[src/rtl/mux4_scan_ctrl.sv]
// mux4_scan_ctrl: round-robin select sequencer for a 4:1 single-bit mux.
// Holds each channel for dwell+1 cycles, captures the mux output on the last
// cycle of each dwell and publishes the four captured bits once per sweep.
//
// Handshake: there is no backpressure. A sweep request is accepted on any
// edge where start=1 while busy=0; done is a one-cycle strobe that marks the
// cycle in which sample carries a freshly completed sweep.
module mux4_scan_ctrl #(
  parameter int DWELL_W = 4
) (
  input  logic               clk,
  input  logic               rst,
  input  logic               start,
  input  logic               cont,
  input  logic               stop,
  input  logic [DWELL_W-1:0] dwell,
  input  logic               mux_out,
  output logic [1:0]         sel,
  output logic               busy,
  output logic               done,
  output logic [3:0]         sample
);

  typedef enum logic {
    IDLE = 1'b0,
    SCAN = 1'b1
  } state_t;

  localparam logic [DWELL_W-1:0] CNT_ONE = 1;

  state_t             state_q, state_d;
  logic [DWELL_W-1:0] dwell_q, dwell_d;
  logic               cont_q, cont_d;
  logic               stop_q, stop_d;
  logic [DWELL_W-1:0] cnt_q, cnt_d;
  logic [2:0]         shadow_q, shadow_d;
  logic [1:0]         sel_q, sel_d;
  logic               done_q, done_d;
  logic [3:0]         sample_q, sample_d;

  // Next-state logic: launch on start, count dwell, capture at the end of each dwell.
  always_comb begin
    state_d  = state_q;
    dwell_d  = dwell_q;
    cont_d   = cont_q;
    stop_d   = stop_q;
    cnt_d    = cnt_q;
    shadow_d = shadow_q;
    sel_d    = sel_q;
    done_d   = 1'b0;
    sample_d = sample_q;

    case (state_q)
      IDLE: begin
        if (start) begin
          dwell_d = dwell;
          cont_d  = cont;
          stop_d  = 1'b0;
          cnt_d   = '0;
          sel_d   = 2'd0;
          state_d = SCAN;
        end
      end

      SCAN: begin
        if (stop) begin
          stop_d = 1'b1;
        end
        if (cnt_q != dwell_q) begin
          cnt_d = cnt_q + CNT_ONE;
        end else begin
          // Capture edge: the mux output for the current channel is final now.
          cnt_d = '0;
          sel_d = sel_q + 2'd1;
          for (int k = 0; k < 3; k++) begin
            if (sel_q == 2'(k)) begin
              shadow_d[k] = mux_out;
            end
          end
          if (sel_q == 2'd3) begin
            // Whole word is published at once; channel 3 goes straight in.
            sample_d = {mux_out, shadow_q};
            done_d   = 1'b1;
            // A stop arriving on this very edge also ends continuous mode.
            if (!(cont_q && !stop_q && !stop)) begin
              state_d = IDLE;
              stop_d  = 1'b0;
            end
          end
        end
      end

      default: begin
        state_d = IDLE;
      end
    endcase
  end

  // State and datapath registers with synchronous reset.
  always_ff @(posedge clk) begin
    if (rst) begin
      state_q  <= IDLE;
      dwell_q  <= '0;
      cont_q   <= 1'b0;
      stop_q   <= 1'b0;
      cnt_q    <= '0;
      shadow_q <= '0;
      sel_q    <= 2'd0;
      done_q   <= 1'b0;
      sample_q <= '0;
    end else begin
      state_q  <= state_d;
      dwell_q  <= dwell_d;
      cont_q   <= cont_d;
      stop_q   <= stop_d;
      cnt_q    <= cnt_d;
      shadow_q <= shadow_d;
      sel_q    <= sel_d;
      done_q   <= done_d;
      sample_q <= sample_d;
    end
  end

  assign sel    = sel_q;
  assign busy   = (state_q == SCAN);
  assign done   = done_q;
  assign sample = sample_q;

endmodule

[config.mk]
export PLATFORM = sky130hd
export DESIGN_NAME = mux4_scan_ctrl
export DESIGN_NICKNAME = d
export VERILOG_FILES = /design/src/rtl/mux4_scan_ctrl.sv
export SDC_FILE = /design/constraint.sdc
export NUM_CORES = 1
export LEC_CHECK = 0
export ABC_AREA = 0
export CORE_UTILIZATION = 55
export CTS_BUF_LIST = sky130_fd_sc_hd__clkbuf_4
export CTS_CLUSTER_SIZE = 40
export DETAILED_ROUTE_END_ITERATION = 7
export PLACE_DENSITY_LB_ADDON = 0.12
export SLEW_MARGIN = 20
export SYNTH_ARGS = -nofsm -noshare
export SYNTH_HDL_FRONTEND = slang
export SYNTH_SLANG_ARGS = --single-unit
[constraint.sdc]
create_clock -name clk -period 3.02 [get_ports clk]
set_clock_uncertainty 0.2 [all_clocks]
set_input_delay 0.604 -clock clk [delete_from_list [all_inputs] [get_ports clk]]
set_output_delay 0.604 -clock clk [all_outputs]
set_load 0.05 [all_outputs]
# Word-level counts from Yosys, hierarchy flattened
# Cells that the tools add are included.
# W data, S select, Z words.
# word_totals
ff_bits	21
inputBits	10
out_inout_bits	8
elab_cells	51
# op_classes
addsub	2
eq_ne	6
muxes	18
bitwise_logic	2
reduce_logical	12
# op_table
op	count
$reduce_and A3 Y1	4
$mux W1	10
$mux W4	2
$pmux W4 S2	1
$add A4 B1 Y4 const B	1
$eq A2 B2 Y1 const B	2
$mux W2	2
$ne A2 B2 Y1 const B	2
$ne A4 B4 Y1	1
$pmux W1 S2	2
$pmux W2 S2	1
$reduce_and A2 Y1	2
$reduce_or A3 Y1	1
$add A2 B1 Y2 const B	1
$eq A2 B1 Y1 const B	1
$logic_and A1 B1 Y1	2
$logic_not A1 Y1	2
$logic_not A2 Y1	1
$not A1 Y1	2

# Depth between registers and ports, before layout
# Gate-level depths: netlist (run 1).
# depth
word_depth	7
mapped_depth	5
ltp_nobuf	4

# Least setup slack after synthesis (run 1)
# Ideal clock, no wire load.
# synth_path
path_kind	reg2reg
startpoint	register state_q (netlist: busy)
endpoint	register cnt_q[3]
setup_time_ns	0.070
arrival_time_ns	1.645
required_time_ns	2.750
setup_slack_ns	1.105
stages_incl_launch_ff	6
path_buffers	1
synth_period_minus_slack_ns	1.915
path_cell_list	dfxtp_1 buf_2 nor2b_1 o41ai_4 o21ai_0 o2bb2ai_1
# synth_via
elab_chain_cells	2
# synth_lines
element	line	text
start: declaration	31	state_t state_q, state_d;
start signal: assignment	112	state_q <= state_d;
$not A1 Y1 (no line)	n/a	
$pmux W4 S2 or $ne A2 B2 Y1 (tied branches)	n/a	
end signal: assignment	116	cnt_q <= cnt_d;
end: declaration	35	logic [DWELL_W-1:0] cnt_q, cnt_d;
# Parallel ways exist; a longest one is shown, timed or not.
# A chain may end at the register's enable or synchronous reset.

# Worst setup path after layout (run 1)
# layout_path
startpoint	register state_q (netlist: busy)
endpoint	output busy
# layout_lines
element	line	text
end: declaration	19	output logic busy,
# No word-level cell between the ends.

==> metrics.md, run 1 <==
| Metric | Value |
|---|---|
| Status | `finished, final reports clean` |
| Asr flop ratio synth | `0%` |
| Synth Cell Area | `995 um2` |
| Core area | `1710 um2` |
| Num rows | `15` |
| Leakage | `0.521 nW` |
| Die Y | `44.5 um` |
| Setup bufs post-CTS | `0` |
| Drt initial violations | `4` |
| First-pass GRT wire length | `2.84 mm` |
| IO Port Bufs | `17` |
| Vias in the first global route | `677` |
| DR vias | `704` |
| DR pass1 iterations | `4` |
| Final Max Slew Viols | `0` |
| Top delay family on crit path | `buffers and inverters` |
| Final Hold Fails | `0` |
| Mean area per synthesized cell | `10.5 um2` |
| Hold-fix buffers at CTS | `0` |
| CP Launch Type | `flop` |
| Seq pwr share | `53.0%` |
| HPWL after detailed placement | `1.27 mm` |
| Clock power share | `22.7%` |
| Die width | `44.5 um` |
| Power per cell area | `490 nW/um2` |
| IO Pins | `18` |
| Layout fillers | `121` |
| Final core occ | `71.1%` |
| Synth warnings | `0` |
| Post-synth EDFFs | `0` |
| Fin crit share | `85.6%` |
| Critical path type | `flop to output port` |
| Worst min path class | `flop to flop` |
| Post-Syn Instances | `95` |
| Register area share after synthesis | `42.3%` |
| Ant diodes | `0` |
| CP endpoint kind | `output port` |
| CP cell instances | `clkdlybuf4s50_1` |
| Grt ovf | `0` |
| Time the worst path needs with I/O delays and setup | `2590 ps` |
| Maximum VDD drop | `329 uV` |
| GRT Total Usage | `20.1%` |
| Final Setup Violations | `0` |
| Share of cells above drive strength 1 | `9.73%` |
| RSZ-0062 raised after global routing | `no` |
| Aggregate negative setup slack | `0 ps` |
| Gp weighted congestion | `0.699` |
| Switching pwr | `0.191 mW` |
| Post-synth net total | `110` |
| Routed Antenna Nets | `0` |
| Area grow syn2layout | `22.1%` |
| Synth unique cells | `30` |
| Clock buffer depth | `2` |
| Comb power frac | `24.3%` |
| Initial core utilization | `58.2%` |
| Largest net degree at the start of global routing | `18` |
| Initial antenna violation count | `0` |
| Clock buffer count from CTS | `3` |
| WP buf/inv | `1` |
| Worst Max-Slew Pin Slew | `576 ps` |
| Yosys reg bits | `21` |
| Vias/cell | `5.10` |
| Arrival time at the worst endpoint | `1780 ps` |
| Clock latency on the worst-skew pair | `300 ps` |
| DR DRC count | `0` |
| Crit-path max cell delay | `880 ps` |
| Drt wl/cell | `12.2 um` |
| Post-cts sizing count | `0` |
| CTS H-Tree Depth | `1` |
| Max Freq | `0.387 GHz` |
| Max transition margin | `61.5%` |
| Slowest cell on the critical path | `clkdlybuf4s50_1` |
| Sink Count | `21` |
| Main synth FF type | `dfxtp_1` |
| TritonCTS clock tree | `built` |
| Final Net Count | `129` |
| Number of max-cap violations | `0` |
| Internal | `0.404 mW` |
| Full die area | `1980 um2` |
| Clk slew on worst S/H paths | `110 ps` |
| WL final | `1.69 mm` |
| Root Buffer | `clkbuf_4` |
| Overall Power | `0.595 mW` |
| Sw Ratio | `32.1%` |
| Crit-path max FO | `12` |
| WP data required | `2220 ps` |
## metrics by stage
stage / cells / area, um2 / hold WS [ps] / worst slack, ps
after global placement: 134 / 1190 / 263 / 795
after global routing: 138 / 1210 / 306 / 351
after detailed placement: 134 / 1190 / 272 / 751
final: 138 / 1210 / 282 / 435
after floorplan: 95 / 995 / 252 / 1100
after CTS: 138 / 1210 / 290 / 417
## flip-flops by register name, summed over array words and instances, names as in the netlist
signal    flops
sel           2
busy          1
done          1
sample        4
shadow_q      3
cnt_q         4
cont_q        1
stop_q        1
dwell_q       4
## cells in the mapped netlist, types with 2 or more instances
master    number  area [um2]
inv_1          4        15.0
nand3_1        3        15.0
dfxtp_1       21         420
ha_1           5        62.6
nor2b_1        3        18.8
clkbuf_1       3        11.3
a21oi_1        4        20.0
nor3b_1        2        15.0
xor2_2         2        32.5
nand2b_1       9        56.3
nor2_1         8        30.0
mux2i_1       12         120
xor2_1         2        17.5
## routing by layer
layer | vias up | routed length (um) | GRT usage (%)
met5 | - | 0 | 0
met4 | 0 | 13 | 11.5
met3 | 2 | 76 | 4.08
met2 | 15 | 724 | 30.9
met1 | 320 | 874 | 26.0
li1 | 367 | - | -
## cells by family (layout without fill, tap and decap cells)
family / after synthesis / count (layout) / synth area share (%)
simple gates: 31 / 31 / 20.0
flops: 21 / 21 / 42.3
compound gates: 14 / 14 / 11.2
mux: 12 / 12 / 12.1
buf+inv: 8 / 26 / 3.14
fa+ha+maj: 5 / 5 / 6.29
xor+xnor: 4 / 4 / 5.03
## cells in the final DEF, fill, tap and decap left out, drive strengths merged
cell	count
o21a	1
a21oi	4
dfxtp	21
o22ai	1
clkdlybuf4s50	17
o21ai	2
o41ai	1
nor2	8
nand2	1
ha	5
nor3b	2
nand2b	9
a21o	1
clkinv	1
clkbuf	3
a31oi	1
xor2	4
mux2i	12
nor4	1
buf	1
or3b	1
nor2b	3
nand3	4
and3	1
or3	1
a31o	1
o2bb2ai	1
inv	4
a311oi	1
## power by group through the flow
stage	Sequential, mW	Clock [mW]	Combinational [mW]
finish	0.315	0.135	0.144
global route	0.318	0.147	0.156
CTS	0.315	0.140	0.146
detailed placement	0.321	0	0.145
global placement	0.319	0	0.141
floorplan	0.345	0	0.0739
## area by class of cell
cell class,instances,area (um2),share of cell area [%]
flip-flops and latches,21,420,34.6
inverters,4,15.0,1.24
well taps,25,31.3,2.57
clock buffers,3,22.5,1.85
clock inverters,1,5.00,0.412
repair buffers,18,178,14.6
multi-input cells,66,543,44.7
## worst paths after layout
path                  start        end  slack [ps]  depth (start not counted)
setup / recovery       busy       busy         430                          1
hold / removal    sample[1]  sample[1]         280                          2
setup reg to reg   cnt_q[1]       busy        1160                          4
hold reg to reg   sample[1]  sample[1]         280                          2
No activity file was read; power rests on OpenSTA's default activity.
==> run 2: changes to the inputs <==
--- a/config.mk
+++ b/config.mk
@@ -6,6 +6,7 @@
 export NUM_CORES = 1
 export LEC_CHECK = 0
 export ABC_AREA = 0
+export CORE_MARGIN = 10
 export CORE_UTILIZATION = 55
 export CTS_BUF_LIST = sky130_fd_sc_hd__clkbuf_4
 export CTS_CLUSTER_SIZE = 40
==> metrics.md, run 2 (same netlist as run 1, synthesis figures left out) <==
| Metric | Value |
|---|---|
| Clock buffer depth | `2 (unchanged)` |
| Maximum VDD drop | `413 uV (was 329 uV)` |
| TritonCTS clock tree | `built (unchanged)` |
| Reg2Reg Setup Slack | `1170 ps (was 1160 ps)` |
| Area grow syn2layout | `22.4% (was 22.1%)` |
| Gp weighted congestion | `0.737 (was 0.699)` |
| Comb power frac | `24.2% (was 24.3%)` |
| WP buf/inv | `1 (unchanged)` |
| DR pass1 iterations | `5 (was 4)` |
| Internal | `0.415 mW (was 0.404 mW)` |
| Grt ovf | `0 (unchanged)` |
| Clk slew on worst S/H paths | `110 ps (about the same)` |
| Clock latency on the worst-skew pair | `290 ps (was 300 ps)` |
| FF/Latch Area | `420 um2 (unchanged)` |
| Top delay family on crit path | `buffers and inverters (unchanged)` |
| Most frequent cells in the layout | `dfxtp_1, clkdlybuf4s50_1, mux2i_1, nand2b_1, nor2_1 (unchanged)` |
| Final Net Count | `129 (unchanged)` |
| Layout fillers | `150 (was 121)` |
| Hold-fix buffers at CTS | `0 (unchanged)` |
| CP endpoint kind | `output port (unchanged)` |
| Routed Antenna Nets | `0 (unchanged)` |
| DR vias | `729 (was 704)` |
| Critical R2R Capture | `busy (unchanged)` |
| Clock power share | `23.3% (was 22.7%)` |
| Largest net degree at the start of global routing | `18 (unchanged)` |
| CP Launch Type | `flop (unchanged)` |
| Leakage | `0.522 nW (was 0.521 nW)` |
| Crit-path max FO | `12 (unchanged)` |
| Status | `finished, final reports clean (unchanged)` |
| Final Hold Fails | `0 (unchanged)` |
| IO Pins | `18 (unchanged)` |
| Drt initial violations | `10 (was 4)` |
| WL final | `1.77 mm (was 1.69 mm)` |
| Max transition margin | `60.6% (was 61.5%)` |
| Path depth of the worst reg2reg path | `4 (unchanged)` |
| Vias in the first global route | `723 (was 677)` |
| Initial antenna violation count | `0 (unchanged)` |
| Commonest non-fill, non-tap cell in the layout | `dfxtp_1 (unchanged)` |
| Aggregate negative setup slack | `0 ps (unchanged)` |
| Final Max Slew Viols | `0 (unchanged)` |
| Sink Count | `21 (unchanged)` |
| Setup bufs post-CTS | `0 (unchanged)` |
| Num rows | `15 (unchanged)` |
| Core area | `1730 um2 (was 1710 um2)` |
| WP data required | `2220 ps (about the same)` |
| CP cell instances | `clkdlybuf4s50_1 (unchanged)` |
| Power per cell area | `490 nW/um2 (about the same)` |
| Die width | `62.5 um (was 44.5 um)` |
| Hold Path Cell Cnt | `2 (unchanged)` |
| Final Setup Violations | `0 (unchanged)` |
| Vias/cell | `5.28 (was 5.10)` |
| Number of max-cap violations | `0 (unchanged)` |
| Die Y | `62.5 um (was 44.5 um)` |
| Fin crit share | `85.3% (was 85.6%)` |
| IO Port Bufs | `17 (unchanged)` |
| Clock buffer count from CTS | `3 (unchanged)` |
| Full die area | `3910 um2 (was 1980 um2)` |
| Share of cells above drive strength 1 | `9.73% (unchanged)` |
| Sw Ratio | `30.4% (was 32.1%)` |
| HPWL after detailed placement | `1.35 mm (was 1.27 mm)` |
| Crit-path max cell delay | `890 ps (was 880 ps)` |
| Final WS setup | `444 ps (was 435 ps)` |
| CTS H-Tree Depth | `1 (unchanged)` |
| Initial core utilization | `57.6% (was 58.2%)` |
| Critical path type | `flop to output port (unchanged)` |
| Seq pwr share | `52.6% (was 53.0%)` |
| Root Buffer | `clkbuf_4 (unchanged)` |
| Post-cts sizing count | `0 (unchanged)` |
| Ant diodes | `0 (unchanged)` |
| Worst reg2reg startpoint | `cnt_q[1] (unchanged)` |
| Hold worst-path end | `sample[3] (was sample[1])` |
| Pre-CTS WS | `731 ps (was 751 ps)` |
| Switching pwr | `0.181 mW (was 0.191 mW)` |
| Time the worst path needs with I/O delays and setup | `2580 ps (was 2590 ps)` |
| Worst Max-Slew Pin Slew | `590 ps (was 576 ps)` |
| RSZ-0062 raised after global routing | `no (unchanged)` |
| Arrival time at the worst endpoint | `1770 ps (was 1780 ps)` |
| Multi-input combinational cell area | `543 um2 (unchanged)` |
| Hold_sp | `sample[3] (was sample[1])` |
| Drt wl/cell | `12.8 um (was 12.2 um)` |
| Final core occ | `70.5% (was 71.1%)` |
| Max Freq | `0.388 GHz (was 0.387 GHz)` |
| First-pass GRT wire length | `3.17 mm (was 2.84 mm)` |
| Slowest cell on the critical path | `clkdlybuf4s50_1 (unchanged)` |
| DR DRC count | `0 (unchanged)` |
| GRT Total Usage | `9.59% (was 20.1%)` |
| Worst min path class | `flop to flop (unchanged)` |
-- run 2: cell count changes in the layout (fill, tap and decap cells not counted), sizes merged --
cell    before  now
clkbuf       3    4
clkinv       1    0
-- run 2: how the worst max path moves through the flow --
stage	from	to	slack, ps	cells past startpoint
2_1_floorplan	busy	cnt_q[3]	1100	5
3_3_place_gp	busy	busy	800	1
3_5_place_dp	start	stop_q	730	5
4_1_cts	busy	busy	440	1
5_1_grt	busy	busy	380	1
6_report	busy	busy	440	1
-- run 2: metrics by stage --
step	cell area, um2	power, mW	hold slack (ps)	instances
2_1_floorplan	995	0.419	252	95
3_3_place_gp	1190	0.461	262	134
3_5_place_dp	1190	0.465	270	134
4_1_cts	1220	0.605	285	138
5_1_grt	1220	0.629	309	138
6_report	1220	0.596	282	138
-- run 2: cell type report --
class / count / share of cell area [%]
Multi-Input combinational cell: 66 / 44.6
Clock buffer: 4 / 2.47
Sequential cell: 21 / 34.5
Tap cell: 25 / 2.57
Inverter: 4 / 1.23
Timing Repair Buffer: 18 / 14.6
-- run 2: power by group through the flow --
stage                     Combinational [mW]  Sequential [mW]  Clock, mW
after floorplan                       0.0739            0.345          0
after CTS                              0.146            0.314      0.145
final                                  0.144            0.314      0.139
after detailed placement               0.145            0.320          0
after global placement                 0.141            0.319          0
after global routing                   0.157            0.316      0.156
-- run 2: routing by layer --
layer / wire (um) / vias up / share of wire [%] / track usage [%]
met4: 23 / 0 / 1.3 / 5.31
met2: 772 / 23 / 44 / 14.2
met1: 852 / 342 / 48 / 11.6
met3: 125 / 4 / 7.1 / 3.58
met5: 0 / - / 0 / 0
li1: - / 360 / - / -
